==> src/rtl/wd_supervisor_pkg.sv <==
// Shared types and constants for the watchdog supervisor.
package wd_supervisor_pkg;

  localparam int STATE_W = 3;
  localparam int FAULT_W = 8;

  localparam logic [FAULT_W-1:0] FAULT_MAX = 8'd255;

  typedef enum logic [STATE_W-1:0] {
    ST_DISABLED = 3'd0,
    ST_ARMED    = 3'd1,
    ST_TRIPPED  = 3'd2,
    ST_HOLDOFF  = 3'd3,
    ST_WAIT_ARM = 3'd4,
    ST_RECOVER  = 3'd5
  } wd_state_e;

  // Trip counter saturates instead of wrapping.
  function automatic logic [FAULT_W-1:0] sat_inc(input logic [FAULT_W-1:0] value);
    if (value == FAULT_MAX) begin
      return value;
    end else begin
      return value + 8'd1;
    end
  endfunction

endpackage

==> src/rtl/wd_supervisor_if.sv <==
// Pin bundle between the supervisor (master) and the watchdog timer (slave).
interface wd_supervisor_if;

  logic wd_heartbeat;
  logic wd_enable;
  logic wd_force_reset;
  logic wd_triggered;

  modport master (
    output wd_heartbeat,
    output wd_enable,
    output wd_force_reset,
    input  wd_triggered
  );

  modport slave (
    input  wd_heartbeat,
    input  wd_enable,
    input  wd_force_reset,
    output wd_triggered
  );

endinterface

==> src/rtl/wd_supervisor_heartbeat_collector.sv <==
// Tracks which enabled clients have kicked in the current window, fires the
// heartbeat when all have, enforces the one-cycle gap and snapshots missers.
module heartbeat_collector #(
  parameter int NUM_CLIENTS = 4
) (
  input  logic                   clk,
  input  logic                   rst,
  input  logic [NUM_CLIENTS-1:0] client_enable,
  input  logic [NUM_CLIENTS-1:0] client_kick,
  input  logic                   active,
  input  logic                   clear,
  input  logic                   capture,
  output logic                   heartbeat,
  output logic [NUM_CLIENTS-1:0] missing_mask
);

  logic [NUM_CLIENTS-1:0] seen_r;
  logic [NUM_CLIENTS-1:0] seen_n;
  logic [NUM_CLIENTS-1:0] missing_r;
  logic [NUM_CLIENTS-1:0] kick_s;
  logic [NUM_CLIENTS-1:0] cand_s;
  logic                   hb_r;
  logic                   hb_n;
  logic                   prior_full_s;
  logic                   complete_s;

  assign kick_s       = client_kick & client_enable;
  assign cand_s       = (seen_r | client_kick) & client_enable;
  assign prior_full_s = ((seen_r & client_enable) == client_enable);
  assign complete_s   = active && (client_enable != '0) && (cand_s == client_enable) && !hb_r;

  // Window accounting. A completion that was deferred by the gap rule was
  // already full before this cycle, so this cycle's kicks open the next window.
  always_comb begin
    seen_n = seen_r & client_enable;
    hb_n   = 1'b0;
    if (clear) begin
      seen_n = '0;
    end else if (complete_s) begin
      hb_n   = 1'b1;
      seen_n = prior_full_s ? kick_s : '0;
    end else if (active) begin
      seen_n = cand_s;
    end else begin
      seen_n = seen_r & client_enable;
    end
  end

  // Seen mask, heartbeat pulse and missing-client snapshot registers.
  always_ff @(posedge clk) begin
    if (rst) begin
      seen_r    <= '0;
      hb_r      <= 1'b0;
      missing_r <= '0;
    end else begin
      seen_r <= seen_n;
      hb_r   <= hb_n;
      if (capture) begin
        missing_r <= client_enable & ~seen_r;
      end else begin
        missing_r <= missing_r;
      end
    end
  end

  assign heartbeat    = hb_r;
  assign missing_mask = missing_r;

endmodule

==> src/rtl/wd_supervisor.sv <==
// Watchdog supervisor: gathers client kicks, drives the watchdog and handles
// trip / holdoff / re-arm. WD_SUPERVISOR_AUTO_REARM_EN enables automatic re-arm.
module wd_supervisor
  import wd_supervisor_pkg::*;
#(
  parameter int NUM_CLIENTS    = 4,
  parameter int HOLDOFF_CYCLES = 16,
  parameter int MAX_AUTO_REARM = 3
) (
  input  logic                   clk,
  input  logic                   rst,
  wd_supervisor_if.master        wd,
  input  logic [NUM_CLIENTS-1:0] client_enable,
  input  logic [NUM_CLIENTS-1:0] client_kick,
  input  logic                   arm_req,
  output logic                   rf_mute,
  output logic [STATE_W-1:0]     state,
  output logic [FAULT_W-1:0]     fault_count,
  output logic [NUM_CLIENTS-1:0] missing_mask
);

`ifdef WD_SUPERVISOR_AUTO_REARM_EN
  localparam bit AUTO_REARM = 1'b1;
`else
  localparam bit AUTO_REARM = 1'b0;
`endif

  localparam int HOLD_W = (HOLDOFF_CYCLES > 1) ? $clog2(HOLDOFF_CYCLES) : 1;
  localparam logic [HOLD_W-1:0] HOLD_LAST = HOLD_W'(HOLDOFF_CYCLES - 1);

  wd_state_e            state_r;
  wd_state_e            state_n;
  logic [HOLD_W-1:0]    hold_cnt_r;
  logic [FAULT_W-1:0]   fault_count_r;
  logic                 enable_r;
  logic                 enable_n;
  logic                 mute_r;
  logic                 mute_n;
  logic                 force_r;
  logic                 force_n;
  logic                 first_armed_r;
  logic                 en_any_s;
  logic                 trip_s;
  logic                 active_s;
  logic                 auto_ok_s;
  logic                 hb_s;

  assign en_any_s = (client_enable != '0);
  // The watchdog may still show triggered in the first ARMED cycle after a
  // force_reset; that sample must not count as a new trip.
  assign trip_s   = (state_r == ST_ARMED) && wd.wd_triggered && !first_armed_r;
  assign active_s = (state_r == ST_ARMED) && !trip_s && en_any_s;
  // fault_count already includes the current trip here, so "<=" allows
  // MAX_AUTO_REARM automatic recoveries.
  assign auto_ok_s = AUTO_REARM && (fault_count_r <= FAULT_W'(MAX_AUTO_REARM));

  heartbeat_collector #(
    .NUM_CLIENTS (NUM_CLIENTS)
  ) u_collector (
    .clk           (clk),
    .rst           (rst),
    .client_enable (client_enable),
    .client_kick   (client_kick),
    .active        (active_s),
    .clear         ((state_r == ST_DISABLED) || (state_r == ST_RECOVER)),
    .capture       (state_r == ST_TRIPPED),
    .heartbeat     (hb_s),
    .missing_mask  (missing_mask)
  );

  // Next-state logic plus the output values that go with the next state.
  always_comb begin
    state_n = state_r;
    case (state_r)
      ST_DISABLED: begin
        if (en_any_s) state_n = ST_ARMED;
        else          state_n = ST_DISABLED;
      end
      ST_ARMED: begin
        if (trip_s)         state_n = ST_TRIPPED;
        else if (!en_any_s) state_n = ST_DISABLED;
        else                state_n = ST_ARMED;
      end
      ST_TRIPPED: begin
        state_n = ST_HOLDOFF;
      end
      ST_HOLDOFF: begin
        if (hold_cnt_r == HOLD_LAST) begin
          if (auto_ok_s) state_n = ST_RECOVER;
          else           state_n = ST_WAIT_ARM;
        end else begin
          state_n = ST_HOLDOFF;
        end
      end
      ST_WAIT_ARM: begin
        if (arm_req)        state_n = ST_RECOVER;
        else if (!en_any_s) state_n = ST_DISABLED;
        else                state_n = ST_WAIT_ARM;
      end
      ST_RECOVER: begin
        state_n = ST_ARMED;
      end
      default: begin
        state_n = ST_DISABLED;
      end
    endcase
    enable_n = (state_n != ST_DISABLED);
    mute_n   = (state_n inside {ST_TRIPPED, ST_HOLDOFF, ST_WAIT_ARM, ST_RECOVER});
    force_n  = (state_n == ST_RECOVER);
  end

  // State, holdoff counter, trip counter and registered outputs.
  always_ff @(posedge clk) begin
    if (rst) begin
      state_r       <= ST_DISABLED;
      hold_cnt_r    <= '0;
      fault_count_r <= '0;
      enable_r      <= 1'b0;
      mute_r        <= 1'b0;
      force_r       <= 1'b0;
      first_armed_r <= 1'b0;
    end else begin
      state_r       <= state_n;
      enable_r      <= enable_n;
      mute_r        <= mute_n;
      force_r       <= force_n;
      first_armed_r <= (state_r == ST_RECOVER);
      if (state_r == ST_HOLDOFF) begin
        hold_cnt_r <= hold_cnt_r + HOLD_W'(1);
      end else begin
        hold_cnt_r <= '0;
      end
      if (state_r == ST_TRIPPED) begin
        fault_count_r <= sat_inc(fault_count_r);
      end else begin
        fault_count_r <= fault_count_r;
      end
    end
  end

  assign wd.wd_heartbeat   = hb_s;
  assign wd.wd_enable      = enable_r;
  assign wd.wd_force_reset = force_r;
  assign rf_mute           = mute_r;
  assign state             = state_r;
  assign fault_count       = fault_count_r;

endmodule

==> src/flat_wrapper.sv <==
// flat-port wrapper written by rule: the top's interface ports become plain ports
module wd_supervisor_flat import wd_supervisor_pkg::*;
#(
  parameter int NUM_CLIENTS    = 4,
  parameter int HOLDOFF_CYCLES = 16,
  parameter int MAX_AUTO_REARM = 3
)
  (clk, rst, client_enable, client_kick, arm_req, rf_mute, state, fault_count, missing_mask, wd_wd_heartbeat, wd_wd_enable, wd_wd_force_reset, wd_wd_triggered);
  wd_supervisor_if wd_i ();
  input  logic clk;
  input  logic rst;
  input  logic [NUM_CLIENTS-1:0] client_enable;
  input  logic [NUM_CLIENTS-1:0] client_kick;
  input  logic arm_req;
  output logic rf_mute;
  output logic [STATE_W-1:0] state;
  output logic [FAULT_W-1:0] fault_count;
  output logic [NUM_CLIENTS-1:0] missing_mask;
  output wire logic [$bits(wd_i.wd_heartbeat)-1:0] wd_wd_heartbeat;
  output wire logic [$bits(wd_i.wd_enable)-1:0] wd_wd_enable;
  output wire logic [$bits(wd_i.wd_force_reset)-1:0] wd_wd_force_reset;
  input wire logic [$bits(wd_i.wd_triggered)-1:0] wd_wd_triggered;
  assign wd_wd_heartbeat = wd_i.wd_heartbeat;
  assign wd_wd_enable = wd_i.wd_enable;
  assign wd_wd_force_reset = wd_i.wd_force_reset;
  assign wd_i.wd_triggered = wd_wd_triggered;
  wd_supervisor #(.NUM_CLIENTS(NUM_CLIENTS), .HOLDOFF_CYCLES(HOLDOFF_CYCLES), .MAX_AUTO_REARM(MAX_AUTO_REARM)) u_core (.clk(clk), .rst(rst), .wd(wd_i), .client_enable(client_enable), .client_kick(client_kick), .arm_req(arm_req), .rf_mute(rf_mute), .state(state), .fault_count(fault_count), .missing_mask(missing_mask));
endmodule
==> config.mk <==
export PLATFORM = sky130hd
export DESIGN_NAME = wd_supervisor_flat
export DESIGN_NICKNAME = d
export VERILOG_FILES = /design/src/rtl/wd_supervisor_pkg.sv /design/src/rtl/wd_supervisor_if.sv /design/src/rtl/wd_supervisor_heartbeat_collector.sv /design/src/rtl/wd_supervisor.sv /design/src/flat_wrapper.sv
export SDC_FILE = /design/constraint.sdc
export NUM_CORES = 1
export LEC_CHECK = 0
export BUFFER_PORTS_ARGS = -buffer_cell sky130_fd_sc_hd__buf_2
export CAP_MARGIN = 20
export CORE_ASPECT_RATIO = 1.2
export CORE_UTILIZATION = 46
export DETAILED_ROUTE_END_ITERATION = 16
export GPL_ROUTABILITY_DRIVEN = 0
export PLACE_DENSITY = 0.7
export REMOVE_ABC_BUFFERS = 1
export SLEW_MARGIN = 20
export SYNTH_ARGS = -nofsm -noshare
export SYNTH_HDL_FRONTEND = slang
export SYNTH_SLANG_ARGS = --single-unit
==> constraint.sdc <==
create_clock -name clk -period 1.5 [get_ports clk]
set_input_delay 0.075 -clock clk [delete_from_list [all_inputs] [get_ports clk]]
set_output_delay 0.075 -clock clk [all_outputs]
set_load 0.02 [all_outputs]
Yosys cells after proc, flatten, opt, wreduce, memory -nomap -nowiden
Index checks and enable logic that the tools add are counted.
{"block": "totals", "in_bits": 12, "regBits": 28, "elab_cells": 61, "output_inout_bits": 19}
{"block": "classes", "n_eq_ne": 13, "n_reduce_logical": 18, "n_addsub": 2, "muxes": 10, "bitwise_logic": 8}
{"cell": "$pmux W3 S6", "n": 1}
{"cell": "$and A4 B4 Y4", "n": 4}
{"cell": "$eq A3 B2 Y1 const B", "n": 4}
{"cell": "$eq A3 B3 Y1 const B", "n": 4}
{"cell": "$mux W3", "n": 4}
{"cell": "$mux W4", "n": 3}
{"cell": "$add A8 B1 Y8 const B", "n": 1}
{"cell": "$eq A4 B4 Y1", "n": 2}
{"cell": "$eq A8 B8 Y1 const B", "n": 1}
{"cell": "$reduce_bool A4 Y1", "n": 2}
{"cell": "$logic_and A1 B1 Y1", "n": 7}
{"cell": "$add A4 B1 Y4 const B", "n": 1}
{"cell": "$eq A4 B4 Y1 const B", "n": 1}
{"cell": "$not A4 Y4", "n": 1}
{"cell": "$or A4 B4 Y4", "n": 1}
{"cell": "$reduce_or A2 Y1", "n": 2}
{"cell": "$eq A3 B1 Y1 const B", "n": 1}
{"cell": "$logic_not A1 Y1", "n": 3}
{"cell": "$logic_not A3 Y1", "n": 1}
{"cell": "$reduce_bool A3 Y1", "n": 1}
{"cell": "$mux W1", "n": 2}
{"cell": "$not A1 Y1", "n": 2}
{"cell": "$reduce_and A2 Y1", "n": 1}
{"cell": "$logic_or A1 B1 Y1", "n": 1}

Logic depth before layout (Yosys ltp)
{"block": "logic_depth", "ltp_word": 10, "ltp_mapped": 7, "ltp_nobuf": 6}

Cells and area by module
From an unflattened synthesis, not the netlist that was laid out.
{"block": "unflattened", "cells_unflattened": 148, "area_unflattened_um2": 1395.1}
{"module": "wd_supervisor", "n_inst": 1, "cells_per_inst": 99, "area_each_um2": 890.9, "seq_area_each_um2": 380.4}
{"module": "heartbeat_collector", "n_inst": 1, "cells_per_inst": 49, "area_each_um2": 504.2, "seq_area_each_um2": 180.2}

Worst setup path before layout
Ideal clock, no wire load.
{"block": "synth_path", "kind": "register to register", "start": "register u_core.state_r[1] (netlist: u_core.state[1])", "end": "register u_core.fault_count_r[5] (netlist: u_core.fault_count[5])", "period_less_slack_ns": 1.821, "arrival_ns": 1.693, "required_time_ns": 1.372, "path_buffers": 2, "path_slack_ns": -0.321, "setup_time_ns": 0.128, "path_stages_with_launch": 8, "path_cell_list": "dfxtp_1 -> buf_4 -> or3b_1 -> buf_6 -> a311oi_4 -> nand3_1 -> xor2_1 -> nor2_1"}
{"block": "synth_via", "elab_chain_cells": 2}
{"item": "start, declared", "line": "wd_supervisor.sv:31", "text": "wd_state_e state_r;"}
{"item": "start signal, assigned", "line": "wd_supervisor.sv:123", "text": "state_r <= state_n;"}
{"item": "$eq A3 B2 Y1", "line": "wd_supervisor.sv:133", "text": "if (state_r == ST_TRIPPED) begin"}
{"item": "$reduce_and A2 Y1 (no line)"}
{"item": "end signal, assigned", "line": "wd_supervisor.sv:134", "text": "fault_count_r <= sat_inc(fault_count_r);"}
{"item": "end signal, assigned", "line": "wd_supervisor.sv:136", "text": "fault_count_r <= fault_count_r;"}
{"item": "end, declared", "line": "wd_supervisor.sv:34", "text": "logic [FAULT_W-1:0] fault_count_r;"}
Every way passes these cells.
A chain may end at the register's enable or synchronous reset.

Worst setup path after layout
{"block": "layout_path", "start": "register u_core.state_r[1] (netlist: u_core.state[1])", "end": "register u_core.fault_count_r[0] (netlist: u_core.fault_count[0])"}
The elaborated chain is that of the path after synthesis.

==> results_dict.tcl <==
set metrics [dict create \
    routed-via-count 1188 \
    slew_headroom 0.705 \
    coreArea_um2 2550 \
    clk_pin_slew_worst_paths_ns 0.13 \
    final_common_cell "buf_2" \
    cpPeakStageDelay_ns 0.42 \
    ff2ff_setup_slack_ns -0.003 \
    worstPathRequired_ns 1.73 \
    dpl-instance-area_um2 1540 \
    layout_common_cells "buf_2, dfxtp_1, nand2_1, buf_4, nor2_1" \
    clk_path_buf_depth 2 \
    drive_gt1_frac 0.368 \
    layout_min_cycle_time_ns 1.50 \
    critPathCaptureType "register" \
    critical_path_buf_inv_count 2 \
    path_cells "or3b_4 > a41oi_4 > buf_4 > buf_4 > xnor2_1 > nor2_1" \
    dr.first_iter.drc_count 18 \
    critPathLaunchType "register" \
    cts_htree_levels 1 \
    drc 0 \
    synthCells 142 \
    setup_ws_ns -0.00328 \
    die_x_um 49.5 \
    synth_top_cell_area_share 0.450 \
    skew_ns 0.00379 \
    place_ws_ns -0.0382 \
    grt_max_degree 17 \
    cp_top_family "simple AND/OR/NAND/NOR gates" \
    grt_pass1_wl_um 4720 \
    finalSetupViolations 1 \
    cts.root.buffer_cell "clkbuf_4" \
    synth_top_area_cell "dfxtp_1" \
    track_usage 0.214 \
    ir_worst_vdd_mv 0.528 \
    rsz0062_at_grt "true" \
    power.density_nw_per_um2 768 \
    tightest_slew_ns 0.439 \
    drt_wl_total_um 2840 \
    dr.pass1.iters 4 \
    ys_ff_latch 28 \
    cts_sinks 28 \
    antenna_found_initial 0 \
    ant_nets 0 \
    power_leakage_nw 0.720 \
    core.rowCount 20 \
    synth_area_leaders "dfxtp_1, nand2_1, a21oi_1" \
    critPathMaxFanout 3 \
    crit_type "reg -> reg" \
    die_y_um 59.0 \
    viasPerCell 5.26 \
    wl_per_cell_um 12.6 \
    start_util 0.488 \
    ioPinCount 31 \
    dp_hpwl_um 2090 \
    cpMostUsedCell "buf_4" \
    grt_pass1_vias 1117 \
    outcome "complete, but fails checks" \
    area_growth_pct 36.3 \
    drv_cap 0 \
    finalInstanceArea_um2 1700 \
    arrival_ns 1.73 \
    syn_area_per_cell_um2 8.77 \
    clock_latency_ns 0.32 \
    grt.overflow.total 0 \
    fin_nets 209 \
    fill_cells 226 \
    holdWs_ns 0.0488 \
    yosysSeqAreaShare 0.450 \
    clock.fmax_ghz 0.665 \
    hold_path_class "in -> reg" \
    portBuffers 30 \
    diodes 0 \
    hold_violations 0 \
    violations "negative setup slack" \
    dieArea_um2 2920 \
    cts_buffers 3 \
    yosys_warnings 0 \
    cts_tree "yes" \
    slew_violations 0 \
    layout_worst_path_cycle_share 1.00 \
    ys_types 34 \
    netlist_area_um2 1240 \
    worst_path_max_delay_cell "or3b_4" \
]
-- per-stage QoR --
step	instances	util	power, mW	TNS (ns)
6_report	226	0.665	1.30	-0.00328
5_1_grt	226	0.665	1.37	-0.403
4_1_cts	224	0.632	1.30	0
3_5_place_dp	218	0.602	0.995	-0.0877
3_3_place_gp	218	0.602	0.989	-0.0113
2_1_floorplan	137	-	0.906	-2.33
-- worst register-to-register path, stage by stage (launching register included) --
cell	delay [ns]
dfxtp_2	0.37
or3b_4	0.42
a41oi_4	0.21
buf_4	0.16
buf_4	0.10
xnor2_1	0.10
nor2_1	0.05
-- cell usage after synthesis, drive strengths merged --
| cell type | number |
|---|---|
| ha | 2 |
| and3 | 2 |
| nor3 | 2 |
| nand4 | 3 |
| a211o | 1 |
| or2 | 1 |
| nor3b | 2 |
| or2b | 1 |
| dfxtp | 28 |
| a21oi | 13 |
| a311oi | 1 |
| o31ai | 1 |
| nor2 | 16 |
| o21a | 1 |
| nand3b | 1 |
| nand3 | 5 |
| inv | 6 |
| a41oi | 1 |
| buf | 3 |
| nor4 | 3 |
| o211ai | 4 |
| xnor2 | 3 |
| a22oi | 1 |
| nand2 | 18 |
| or3b | 1 |
| nor2b | 6 |
| a2111oi | 1 |
| mux2i | 1 |
| nand2b | 4 |
| and4 | 1 |
| and2b | 1 |
| xor2 | 6 |
| clkbuf | 2 |
-- sequential cells by signal, summed over array words and instances, names as in the netlist, 3 cells and up --
| signal | flops |
|---|---|
| u_core.u_collector.missing_mask | 4 |
| u_core.hold_cnt_r | 4 |
| u_core.u_collector.seen_r | 4 |
| u_core.state | 3 |
| u_core.fault_count | 8 |
-- cell type report --
cell class	instances	area [µm²]	share of cell area
Sequential cell	28	567	0.334
Clock buffer	3	22.5	0.0133
Inverter	6	22.5	0.0133
Multi-Input combinational cell	103	706	0.416
Timing Repair Buffer	53	338	0.199
Tap cell	33	41.3	0.0243
-- per-layer routing --
| layer | wire (µm) | track usage |
|---|---|---|
| met1 | 1170 | 0.234 |
| met2 | 1540 | 0.401 |
| met3 | 86 | 0.0333 |
| met4 | 47 | 0.106 |
| met5 | 0 | 0 |
-- logic make-up after synthesis --
group | Yosys count | synth area share
xor+xnor | 9 | 0.0633
simple gates | 67 | 0.270
compound gates | 24 | 0.143
flops | 28 | 0.450
buf+inv | 11 | 0.0452
mux | 1 | 0.00804
fa+ha+maj | 2 | 0.0201
-- what timing repair did --
item / 4_1_cts / 5_1_grt
hold buffers: 3 / 0
resized for setup: 5 / 15
endpoints found under the hold margin: 3 / 0
setup endpoints to repair: 8 / 10
pin swaps: 0 / 10
buffers inserted: 0 / 2
-- path summary, 6_finish.rpt --
path	start	endpoint	depth (start not counted)
worst max-delay path	u_core.state[1]	u_core.fault_count[0]	6
worst min register to register	u_core.u_collector.missing_mask[0]	u_core.u_collector.missing_mask[0]	2
worst min-delay path	client_kick[0]	u_core.u_collector.seen_r[0]	3
worst max register to register	u_core.state[1]	u_core.fault_count[0]	6
-- where the power goes --
group | internal, mW | total (mW) | switching [mW]
clock | 0.0941 | 0.290 | 0.196
combinational | 0.103 | 0.236 | 0.133
sequential | 0.766 | 0.777 | 0.0113
Power figures use the tool's default switching activity.
